==> src/rtl/rule_scan_controller_pkg.sv <==
`default_nettype none
// ============================================================================
// Module      : rule_scan_controller_pkg
// Description : Shared types for the packet-filter rule scanner: packet and
//               rule records, their flattened widths, and the scan FSM states.
// Ports       : none (package)
// Revision    : 1.0 - initial release
// ============================================================================
package rule_scan_controller_pkg;

  typedef struct packed {
    logic [31:0] ip;
    logic [15:0] port;
  } endpoint_s;

  typedef struct packed {
    endpoint_s   src;
    endpoint_s   dst;
    logic [7:0]  protocol;
  } packet_s;

  // Inclusive per-field bounds: a packet matches when start <= field <= last.
  typedef struct packed {
    packet_s start;
    packet_s last;
  } rule_s;

  localparam int RULE_BITS   = $bits(rule_s);
  localparam int PACKET_BITS = $bits(packet_s);

  typedef enum logic [1:0] {
    IDLE   = 2'd0,
    SCAN   = 2'd1,
    RESULT = 2'd2
  } scan_state_e;

endpackage
`default_nettype wire

==> src/rtl/rule_scan_controller_if.sv <==
`default_nettype none
// ============================================================================
// Module      : rule_scan_controller_if
// Description : Bundles the rule-write, packet and result handshakes of the
//               rule scanner. The master drives requests and res_ready; the
//               slave (the scanner) drives the readies, result and busy.
// Ports       : rule_wr_* (rule table write), pkt_* (packet in),
//               res_* (classification out), busy (scanner not idle)
// Revision    : 1.0 - initial release
// ============================================================================
interface rule_scan_controller_if
  import rule_scan_controller_pkg::*;
#(
  parameter int NUM_RULES = 16
) ();

  localparam int IDX_W = $clog2(NUM_RULES);

  logic                   rule_wr_valid;
  logic                   rule_wr_ready;
  logic [IDX_W-1:0]       rule_wr_idx;
  logic                   rule_wr_en;
  logic [RULE_BITS-1:0]   rule_wr_data;
  logic                   pkt_valid;
  logic                   pkt_ready;
  logic [PACKET_BITS-1:0] pkt_data;
  logic                   res_valid;
  logic                   res_ready;
  logic                   res_hit;
  logic [IDX_W-1:0]       res_idx;
  logic                   busy;

  modport master (
    output rule_wr_valid, rule_wr_idx, rule_wr_en, rule_wr_data,
    output pkt_valid, pkt_data, res_ready,
    input  rule_wr_ready, pkt_ready, res_valid, res_hit, res_idx, busy
  );

  modport slave (
    input  rule_wr_valid, rule_wr_idx, rule_wr_en, rule_wr_data,
    input  pkt_valid, pkt_data, res_ready,
    output rule_wr_ready, pkt_ready, res_valid, res_hit, res_idx, busy
  );

endinterface
`default_nettype wire

==> src/rtl/rule_scan_controller_check.sv <==
`default_nettype none
// ============================================================================
// Module      : rule_field_check
// Description : Purely combinational range match of one packet against one
//               rule. All five fields are compared unsigned and inclusive; a
//               field whose start exceeds its last can never match.
// Ports       : rule_i  - rule bounds
//               pkt_i   - packet header
//               match_o - 1 when every field lies within its bounds
// Revision    : 1.0 - initial release
// ============================================================================
module rule_field_check
  import rule_scan_controller_pkg::*;
(
  input  rule_s   rule_i,
  input  packet_s pkt_i,
  output logic    match_o
);

  logic w_src_ip_ok;
  logic w_src_port_ok;
  logic w_dst_ip_ok;
  logic w_dst_port_ok;
  logic w_proto_ok;

  always_comb begin
    w_src_ip_ok   = (rule_i.start.src.ip   <= pkt_i.src.ip)   &&
                    (pkt_i.src.ip          <= rule_i.last.src.ip);
    w_src_port_ok = (rule_i.start.src.port <= pkt_i.src.port) &&
                    (pkt_i.src.port        <= rule_i.last.src.port);
    w_dst_ip_ok   = (rule_i.start.dst.ip   <= pkt_i.dst.ip)   &&
                    (pkt_i.dst.ip          <= rule_i.last.dst.ip);
    w_dst_port_ok = (rule_i.start.dst.port <= pkt_i.dst.port) &&
                    (pkt_i.dst.port        <= rule_i.last.dst.port);
    w_proto_ok    = (rule_i.start.protocol <= pkt_i.protocol) &&
                    (pkt_i.protocol        <= rule_i.last.protocol);
    match_o = w_src_ip_ok && w_src_port_ok && w_dst_ip_ok &&
              w_dst_port_ok && w_proto_ok;
  end

endmodule
`default_nettype wire

==> src/rtl/rule_scan_controller.sv <==
`default_nettype none
// ============================================================================
// Module      : rule_scan_controller
// Description : Sequential first-match packet classifier. Holds NUM_RULES
//               range rules, accepts one packet at a time, scans the slots in
//               index order at one rule per cycle and returns the lowest
//               matching index or a miss. Rule writes are only accepted while
//               idle, so the table is stable for the duration of a scan.
// Ports       : clk_in - system clock
//               rst_in - synchronous active-high reset
//               bus    - slave side of rule_scan_controller_if (rule write,
//                        packet and result handshakes, busy)
// Revision    : 1.0 - initial release
// ============================================================================
module rule_scan_controller
  import rule_scan_controller_pkg::*;
#(
  parameter int NUM_RULES = 16
) (
  input  logic                         clk_in,
  input  logic                         rst_in,
  rule_scan_controller_if.slave        bus
);

  localparam int               IDX_W    = $clog2(NUM_RULES);
  localparam logic [IDX_W-1:0] LAST_IDX = IDX_W'(NUM_RULES - 1);

  scan_state_e          state_q, state_d;
  logic [IDX_W-1:0]     idx_q, idx_d;
  logic                 res_hit_q, res_hit_d;
  logic [IDX_W-1:0]     res_idx_q, res_idx_d;
  packet_s              pkt_q;
  rule_s                rules_q [NUM_RULES];
  logic [NUM_RULES-1:0] valid_q;

  rule_s                w_wr_rule;
  packet_s              w_pkt_in;
  logic                 w_idle;
  logic                 w_wr_fire;
  logic                 w_pkt_fire;
  logic                 w_rule_match;
  logic                 w_hit;

  assign w_wr_rule  = rule_s'(bus.rule_wr_data);
  assign w_pkt_in   = packet_s'(bus.pkt_data);
  assign w_idle     = (state_q == IDLE);
  // Both handshakes may complete in the same idle cycle; the scan starts on
  // rule 0 one cycle later, so it already sees the freshly written slot.
  assign w_wr_fire  = w_idle && bus.rule_wr_valid;
  assign w_pkt_fire = w_idle && bus.pkt_valid;

  rule_field_check u_check (
    .rule_i  (rules_q[idx_q]),
    .pkt_i   (pkt_q),
    .match_o (w_rule_match)
  );

  assign w_hit = w_rule_match && valid_q[idx_q];

  // Rule contents and the captured packet carry no reset: only the valid
  // vector decides whether a slot can match.
  always_ff @(posedge clk_in) begin
    if (w_wr_fire && bus.rule_wr_en) begin
      rules_q[bus.rule_wr_idx] <= w_wr_rule;
    end
    if (w_pkt_fire) begin
      pkt_q <= w_pkt_in;
    end
  end

  always_ff @(posedge clk_in) begin
    if (rst_in) begin
      state_q   <= IDLE;
      idx_q     <= '0;
      res_hit_q <= 1'b0;
      res_idx_q <= '0;
      valid_q   <= '0;
    end else begin
      state_q   <= state_d;
      idx_q     <= idx_d;
      res_hit_q <= res_hit_d;
      res_idx_q <= res_idx_d;
      if (w_wr_fire) begin
        valid_q[bus.rule_wr_idx] <= bus.rule_wr_en;
      end
    end
  end

  always_comb begin
    state_d   = state_q;
    idx_d     = idx_q;
    res_hit_d = res_hit_q;
    res_idx_d = res_idx_q;
    case (state_q)
      IDLE: begin
        if (bus.pkt_valid) begin
          idx_d   = '0;
          state_d = SCAN;
        end
      end
      SCAN: begin
        if (w_hit) begin
          res_hit_d = 1'b1;
          res_idx_d = idx_q;
          state_d   = RESULT;
        end else if (idx_q == LAST_IDX) begin
          // Explicit termination on the last slot; the index never wraps.
          res_hit_d = 1'b0;
          res_idx_d = '0;
          state_d   = RESULT;
        end else begin
          idx_d = idx_q + 1'b1;
        end
      end
      RESULT: begin
        if (bus.res_ready) begin
          state_d = IDLE;
        end
      end
      default: begin
        state_d = IDLE;
      end
    endcase
  end

  assign bus.pkt_ready     = w_idle;
  assign bus.rule_wr_ready = w_idle;
  assign bus.res_valid     = (state_q == RESULT);
  assign bus.res_hit       = res_hit_q;
  assign bus.res_idx       = res_idx_q;
  assign bus.busy          = !w_idle;

endmodule
`default_nettype wire

==> src/flat_wrapper.sv <==
// flat-port wrapper written by rule: the top's interface ports become plain ports
module rule_scan_controller_flat import rule_scan_controller_pkg::*;
#(
  parameter int NUM_RULES = 16
)
  (clk_in, rst_in, bus_rule_wr_valid, bus_rule_wr_idx, bus_rule_wr_en, bus_rule_wr_data, bus_pkt_valid, bus_pkt_data, bus_res_ready, bus_rule_wr_ready, bus_pkt_ready, bus_res_valid, bus_res_hit, bus_res_idx, bus_busy);
  rule_scan_controller_if #(.NUM_RULES(NUM_RULES)) bus_i ();
  input  logic clk_in;
  input  logic rst_in;
  input wire logic [$bits(bus_i.rule_wr_valid)-1:0] bus_rule_wr_valid;
  input wire logic [$bits(bus_i.rule_wr_idx)-1:0] bus_rule_wr_idx;
  input wire logic [$bits(bus_i.rule_wr_en)-1:0] bus_rule_wr_en;
  input wire logic [$bits(bus_i.rule_wr_data)-1:0] bus_rule_wr_data;
  input wire logic [$bits(bus_i.pkt_valid)-1:0] bus_pkt_valid;
  input wire logic [$bits(bus_i.pkt_data)-1:0] bus_pkt_data;
  input wire logic [$bits(bus_i.res_ready)-1:0] bus_res_ready;
  output wire logic [$bits(bus_i.rule_wr_ready)-1:0] bus_rule_wr_ready;
  output wire logic [$bits(bus_i.pkt_ready)-1:0] bus_pkt_ready;
  output wire logic [$bits(bus_i.res_valid)-1:0] bus_res_valid;
  output wire logic [$bits(bus_i.res_hit)-1:0] bus_res_hit;
  output wire logic [$bits(bus_i.res_idx)-1:0] bus_res_idx;
  output wire logic [$bits(bus_i.busy)-1:0] bus_busy;
  assign bus_i.rule_wr_valid = bus_rule_wr_valid;
  assign bus_i.rule_wr_idx = bus_rule_wr_idx;
  assign bus_i.rule_wr_en = bus_rule_wr_en;
  assign bus_i.rule_wr_data = bus_rule_wr_data;
  assign bus_i.pkt_valid = bus_pkt_valid;
  assign bus_i.pkt_data = bus_pkt_data;
  assign bus_i.res_ready = bus_res_ready;
  assign bus_rule_wr_ready = bus_i.rule_wr_ready;
  assign bus_pkt_ready = bus_i.pkt_ready;
  assign bus_res_valid = bus_i.res_valid;
  assign bus_res_hit = bus_i.res_hit;
  assign bus_res_idx = bus_i.res_idx;
  assign bus_busy = bus_i.busy;
  rule_scan_controller #(.NUM_RULES(NUM_RULES)) u_core (.clk_in(clk_in), .rst_in(rst_in), .bus(bus_i));
endmodule
==> config.mk <==
export PLATFORM = sky130hd
export DESIGN_NAME = rule_scan_controller_flat
export DESIGN_NICKNAME = d
export VERILOG_FILES = /design/src/rtl/rule_scan_controller_pkg.sv /design/src/rtl/rule_scan_controller_if.sv /design/src/rtl/rule_scan_controller_check.sv /design/src/rtl/rule_scan_controller.sv /design/src/flat_wrapper.sv
export SDC_FILE = /design/constraint.sdc
export NUM_CORES = 2
export LEC_CHECK = 0
export ABC_AREA = 1
export CAP_MARGIN = 20
export CORE_MARGIN = 4
export CORE_UTILIZATION = 60
export CTS_BUF_LIST = sky130_fd_sc_hd__clkbuf_4 sky130_fd_sc_hd__clkbuf_8 sky130_fd_sc_hd__clkbuf_16
export DETAILED_ROUTE_END_ITERATION = 12
export PLACE_DENSITY_LB_ADDON = 0.1
export RECOVER_POWER = 25
export SLEW_MARGIN = 40
export SYNTH_ARGS = -nofsm -noshare
export SYNTH_HDL_FRONTEND = slang
export SYNTH_SLANG_ARGS = --single-unit
==> constraint.sdc <==
create_clock -name clk_in -period 68.6 [get_ports clk_in]
set_clock_uncertainty 0.15 [all_clocks]
set_input_delay 20.58 -clock clk_in [delete_from_list [all_inputs] [get_ports clk_in]]
set_output_delay 20.58 -clock clk_in [all_outputs]
set_load 0.05 [all_outputs]
Yosys cells after proc, flatten, opt, wreduce, memory -nomap -nowiden
Memories as Yosys holds them, arrays and structs flattened. A register that Yosys moved wholly into a read port is not among the register bits.
Index checks and enable logic that the tools add are counted.
- bits in registers: 131
- latch bits: 0
- RAM bits: 3328
- memory bits (read-only): 0
- bits of input ports: 322
- memories kept: 1
- add/subtract/negate cells: 1
- $mul: 0
- div/mod/pow operators: 0
- $lt $le $gt $ge: 13
- equality and inequality tests: 8
- shift-type cells: 0
- mux-type cells: 22
- bitwise operators: 0
- reductions and logical operators: 21
- memories (memory ; words ; width ; read ports ; clocked after memory_dff ; wr ports ; line ; RTL):
    u_core.rules_q ; 16 ; 208 ; 1 ; 1 ; 1 ; rule_scan_controller.sv:33 ; rule_s rules_q [NUM_RULES];
- operators with widths (kind ; number):
    32-bit less-or-equal comparator ; 4
    16-bit less-or-equal comparator ; 4
    4-bit 2-to-1 mux ; 7
    16-bit bitwise mux ; 1
    8-bit less-or-equal comparator ; 2
    1-bit logical AND ; 14
    4-bit by 5-bit < comparator with 1-bit output, second input constant ; 2
    2-bit 2-to-1 mux ; 4
    2-bit != test, second input constant ; 4
    4-bit case mux with 2 select lines ; 1
    1-bit 2-to-1 mux ; 6
    2-bit case mux with 3 select lines ; 1
    4-bit by 1-bit adder with 4-bit output, second input constant ; 1
    1-bit binary-select mux with 4-bit select ; 1
    1-bit demux with 4-bit select ; 1
    4-bit == test, second input constant ; 1
    4-bit by 1-bit >= comparator with 1-bit output, second input constant ; 1
    4-bit AND reduction ; 1
    2-bit nonzero test ; 2
    3-bit by 1-bit != test with 1-bit output, second input constant ; 1
    3-bit AND reduction ; 1
    2-bit by 1-bit == test with 1-bit output, second input constant ; 1
    2-bit == test, second input constant ; 1
    2-bit zero test ; 1
    other kinds (2) ; 2

Logic depth before layout (Yosys ltp)
- word-level depth: 11
- gate-level depth with buffers: 31
- mapped depth without buffers: 26

Hierarchy
A second synthesis with hierarchy kept.
- cell total of the unflattened synthesis: 10180
- area total of the unflattened synthesis: 137888.5 um^2
- modules (own cells, without submodules) (module ; times used ; cells each ; area each (um^2) ; sequential area each (um^2)):
    rule_scan_controller ; 1 ; 9304 ; 132423.3 ; 103679.4
    rule_field_check ; 1 ; 876 ; 5465.2 ; 0.0

Least setup slack after synthesis
No wires, ideal clock.
- path type: input -> register
- start: in bus_rule_wr_valid
- end: mem u_core.rules_q[12][0] (netlist bit) (enable)
- data arrival time: 35.003 ns
- data required time: 67.415 ns
- setup slack: 32.411 ns
- stages: 4
- cell sequence: nand2_1 -> nor2_1 -> inv_1 -> nor3_1
- word-level cells in the longest chain between the ends: 4
- ends and longest elaborated chain (element ; line ; RTL):
    start, declared ; flat_wrapper.sv:10 ; input wire logic [$bits(bus_i.rule_wr_valid)-1:0] bus_rule_wr_valid;
    1-bit logical AND ; rule_scan_controller.sv:49 ; assign w_wr_fire = w_idle && bus.rule_wr_valid;
    1-bit logical AND ; rule_scan_controller.sv:63 ; if (w_wr_fire && bus.rule_wr_en) begin
    1-bit 2-to-1 mux ; rule_scan_controller.sv:63 ;
    1-bit 2-to-1 mux (implied by the code) ; rule_scan_controller.sv:64 ; rules_q[bus.rule_wr_idx] <= w_wr_rule;
    end, declared ; rule_scan_controller.sv:33 ;
No other way between the ends.

Worst setup path in the final report
- start: in bus_rule_wr_valid
- end: mem u_core.rules_q[15][38] (netlist bit) (enable)
The elaborated chain is that of the path after synthesis.

==> results.ini <==
[outcome]
status=finished, final reports clean

[floorplanning]
fp.dieW_um=487
dieArea_um2=237000
num_io_pins=331
rows=175
core_area_um2=228000
die_y_um=487
start_util=0.604

[placement]
gp_congestion=0.883
preCtsSetupSlack_ns=43.55
placed_area_um2=144000
portBuffers=330
dp_hpwl_um=223000

[sta]
relSlewSlack=0.228
post-route-period-util=0.351
worstMarginPinSlew_ns=1.16
tns_ns=0
hold_violations=0
final.min_clock_period_ns=24.05
setup_viol=0
rsz0062_at_grt=no
setup_slack_ns=44.55
maxSlewViolCount=0
fmax_ghz=0.0416

[global_routing]
antenna_found_initial=99
grt_pass1_vias=85047
grt_pass1_wl_um=574000
grt_max_degree=195
grt.total_usage=0.332
overflow=0

[logic_synthesis]
synth_cells=10145
yosysTopAreaCell=edfxtp_1
avgSynthCellArea_um2=13.6
async_flop_share=0
synth_nets=10676
synth_area_leaders=edfxtp_1 (75%), o21ai_0 (6.3%), nor2_1 (5.3%)
netlist_area_um2=138000
synth_edf_count=3432
synth-seq-area-share=0.753
yosysUniqueCellTypes=39
yosys_warnings=0
synth_top_area_share=0.748
synth-seq-cells=3463
synth_flop_cell=edfxtp_1

[cells_and_area]
fill_cells=15541
drive_above_1_share=0.0749
nNetsFinal=10852
register_area_um2=104000
fin_area_um2=156000
area_delta_synth_final_pct=13.0
final_common_cell=edfxtp_1
multiInputGateArea_um2=30400
final_cell_mix=edfxtp_1 (3432), nor2_1 (1915), o21ai_0 (1727), o22ai_1 (488), nand2_1 (391)

[pwr]
p_leak_uw=0.0513
ir_drop_mv=0.0265
powerDensity_nw_per_um2=30.7

[critical_path]
rrSetupSlack_ns=60.12
cp-start-kind=primary input
worstSetupPathType=in -> reg
r2r_cells=24
cp.required_ns=68.99
end_kind=flop
slowest_stage=buf_4
critPathMaxStageDelay_ns=0.77
path_cells=clkdlybuf4s50_1 > nand2_1 > nor2_1 > nand2_1 > nor2_4 > buf_4 > buf_12 > buf_4
critical_path_arrival_ns=24.44
path_max_fanout=93
r2r-end=u_core.bus.res_idx[3]

[drt]
drtIter0Drc=11641
ant_nets=0
firstDrtPassIters=6
finalWirelength_um=401000
route.detailed.drc=0
vias=89524
vias_per_cell=6.56
wl_per_cell_um=29.4

[cts]
cts.path.max_buffers=4
cts_inserted_buffers=358
cts_resized=0
clk_pin_slew_ns=0.06
clk_latency_ns=0.99
clock_sink_count=3463
cts_tree=built
root_buffer=clkbuf_16
hold_buffers=0
postCtsSetupBuffers=0
htreeDepth=5

[worst_hold_path]
worst_hold_path.endpoint=u_core.bus.res_idx[0]
min_path_cells=2
hold_class=reg -> reg
min_from=u_core.bus.res_idx[0]

[flow_run]
max_cap_viol_count=0

==> registers in the layout (all words and copies together), names as in the netlist, named ones only <==
name and count:
u_core.valid_q 16, u_core.pkt_q 104, u_core.rules_q 3328, u_core.state_q 2
u_core.bus.res_hit 1, u_core.bus.res_idx 4, u_core.idx_q 4
==> stage by stage <==
| step | total power [uW] | cells | hold WS, ns | util |
|---|---|---|---|---|
| 6_report | 4790 | 13643 | 0.319 | 0.683 |
| 5_1_grt | 4930 | 13609 | 0.348 | 0.682 |
| 4_1_cts | 4790 | 13582 | 0.318 | 0.681 |
| 3_5_place_dp | 2920 | 12963 | 0.308 | 0.631 |
| 3_3_place_gp | 2900 | 12952 | 0.303 | 0.629 |
| 2_1_floorplan | 2690 | 10145 | 0.294 | - |
==> logic make-up after synthesis <==
logic type                 count (synthesis)  share of synthesized area
DFF                                     3463                      0.753
AOI/OAI and AO/OA                       3069                      0.130
and+or+nand+nor                         2469                     0.0691
buffers and inverters                    929                     0.0290
adders and majority gates                209                     0.0190
muxes                                      6                   0.000436
==> layout make-up <==
| cell class | instances | area share |
|---|---|---|
| diodes | 54 | 0.000868 |
| clock buffers | 435 | 0.0620 |
| clock inverters | 184 | 0.0114 |
| inverters | 234 | 0.00601 |
| multi-input cells | 5753 | 0.195 |
| flip-flops and latches | 3463 | 0.666 |
| well taps | 3009 | 0.0242 |
| repair buffers | 511 | 0.0343 |
==> routing by layer <==
| layer | global-route usage | up-vias | share of wire |
|---|---|---|---|
| met4 | 0.185 | 44 | 0.063 |
| li1 | - | 38712 | - |
| met5 | 0 | - | 0.00069 |
| met2 | 0.513 | 5174 | 0.46 |
| met3 | 0.0670 | 951 | 0.10 |
| met1 | 0.446 | 44643 | 0.37 |
==> cell usage after synthesis, types with 2 or more instances <==
master,number
o211ai_1,117
buf_1,19
clkbuf_2,16
nor3_1,8
nand2_2,2
edfxtp_1,3432
a21o_1,4
buf_2,201
o21a_1,9
o221ai_1,371
o22a_1,11
clkbuf_1,411
ha_1,209
o21ai_1,148
a32o_1,6
nor2_1,1930
o21bai_1,2
dfxtp_1,31
inv_1,227
inv_2,3
mux2i_1,6
a21oi_1,135
o32ai_1,5
buf_6,11
buf_4,36
clkinv_1,3
o21ai_0,1729
nand3_1,114
nor4_2,3
nand2_1,391
o22ai_1,497
a31oi_1,33
nand4_1,19
==> worst max path at each step <==
stage	startpoint	to	slack [ns]	cells past startpoint
2_1_floorplan	bus_rule_wr_valid	u_core.rules_q[12][0]	32.41	4
3_5_place_dp	bus_rule_wr_idx[0]	u_core.rules_q[13][36]	43.55	10
3_3_place_gp	bus_rule_wr_idx[0]	u_core.rules_q[13][189]	43.28	10
4_1_cts	bus_rule_wr_idx[0]	u_core.rules_q[13][202]	44.54	10
6_report	bus_rule_wr_valid	u_core.rules_q[15][38]	44.55	8
5_1_grt	bus_rule_wr_valid	u_core.rules_q[3][189]	44.49	8
==> where the power goes <==
group	internal, uW	total (uW)	switching (uW)
combinational	143	524	381
clock	1120	1900	780
sequential	2340	2360	14.6
==> critical path: cells and delay by family <==
| family | cells | cell delay (ns) |
|---|---|---|
| buffers and inverters | 4 | 2.69 |
| and+or+nand+nor | 4 | 1.04 |
Power figures use the tool's default switching activity.
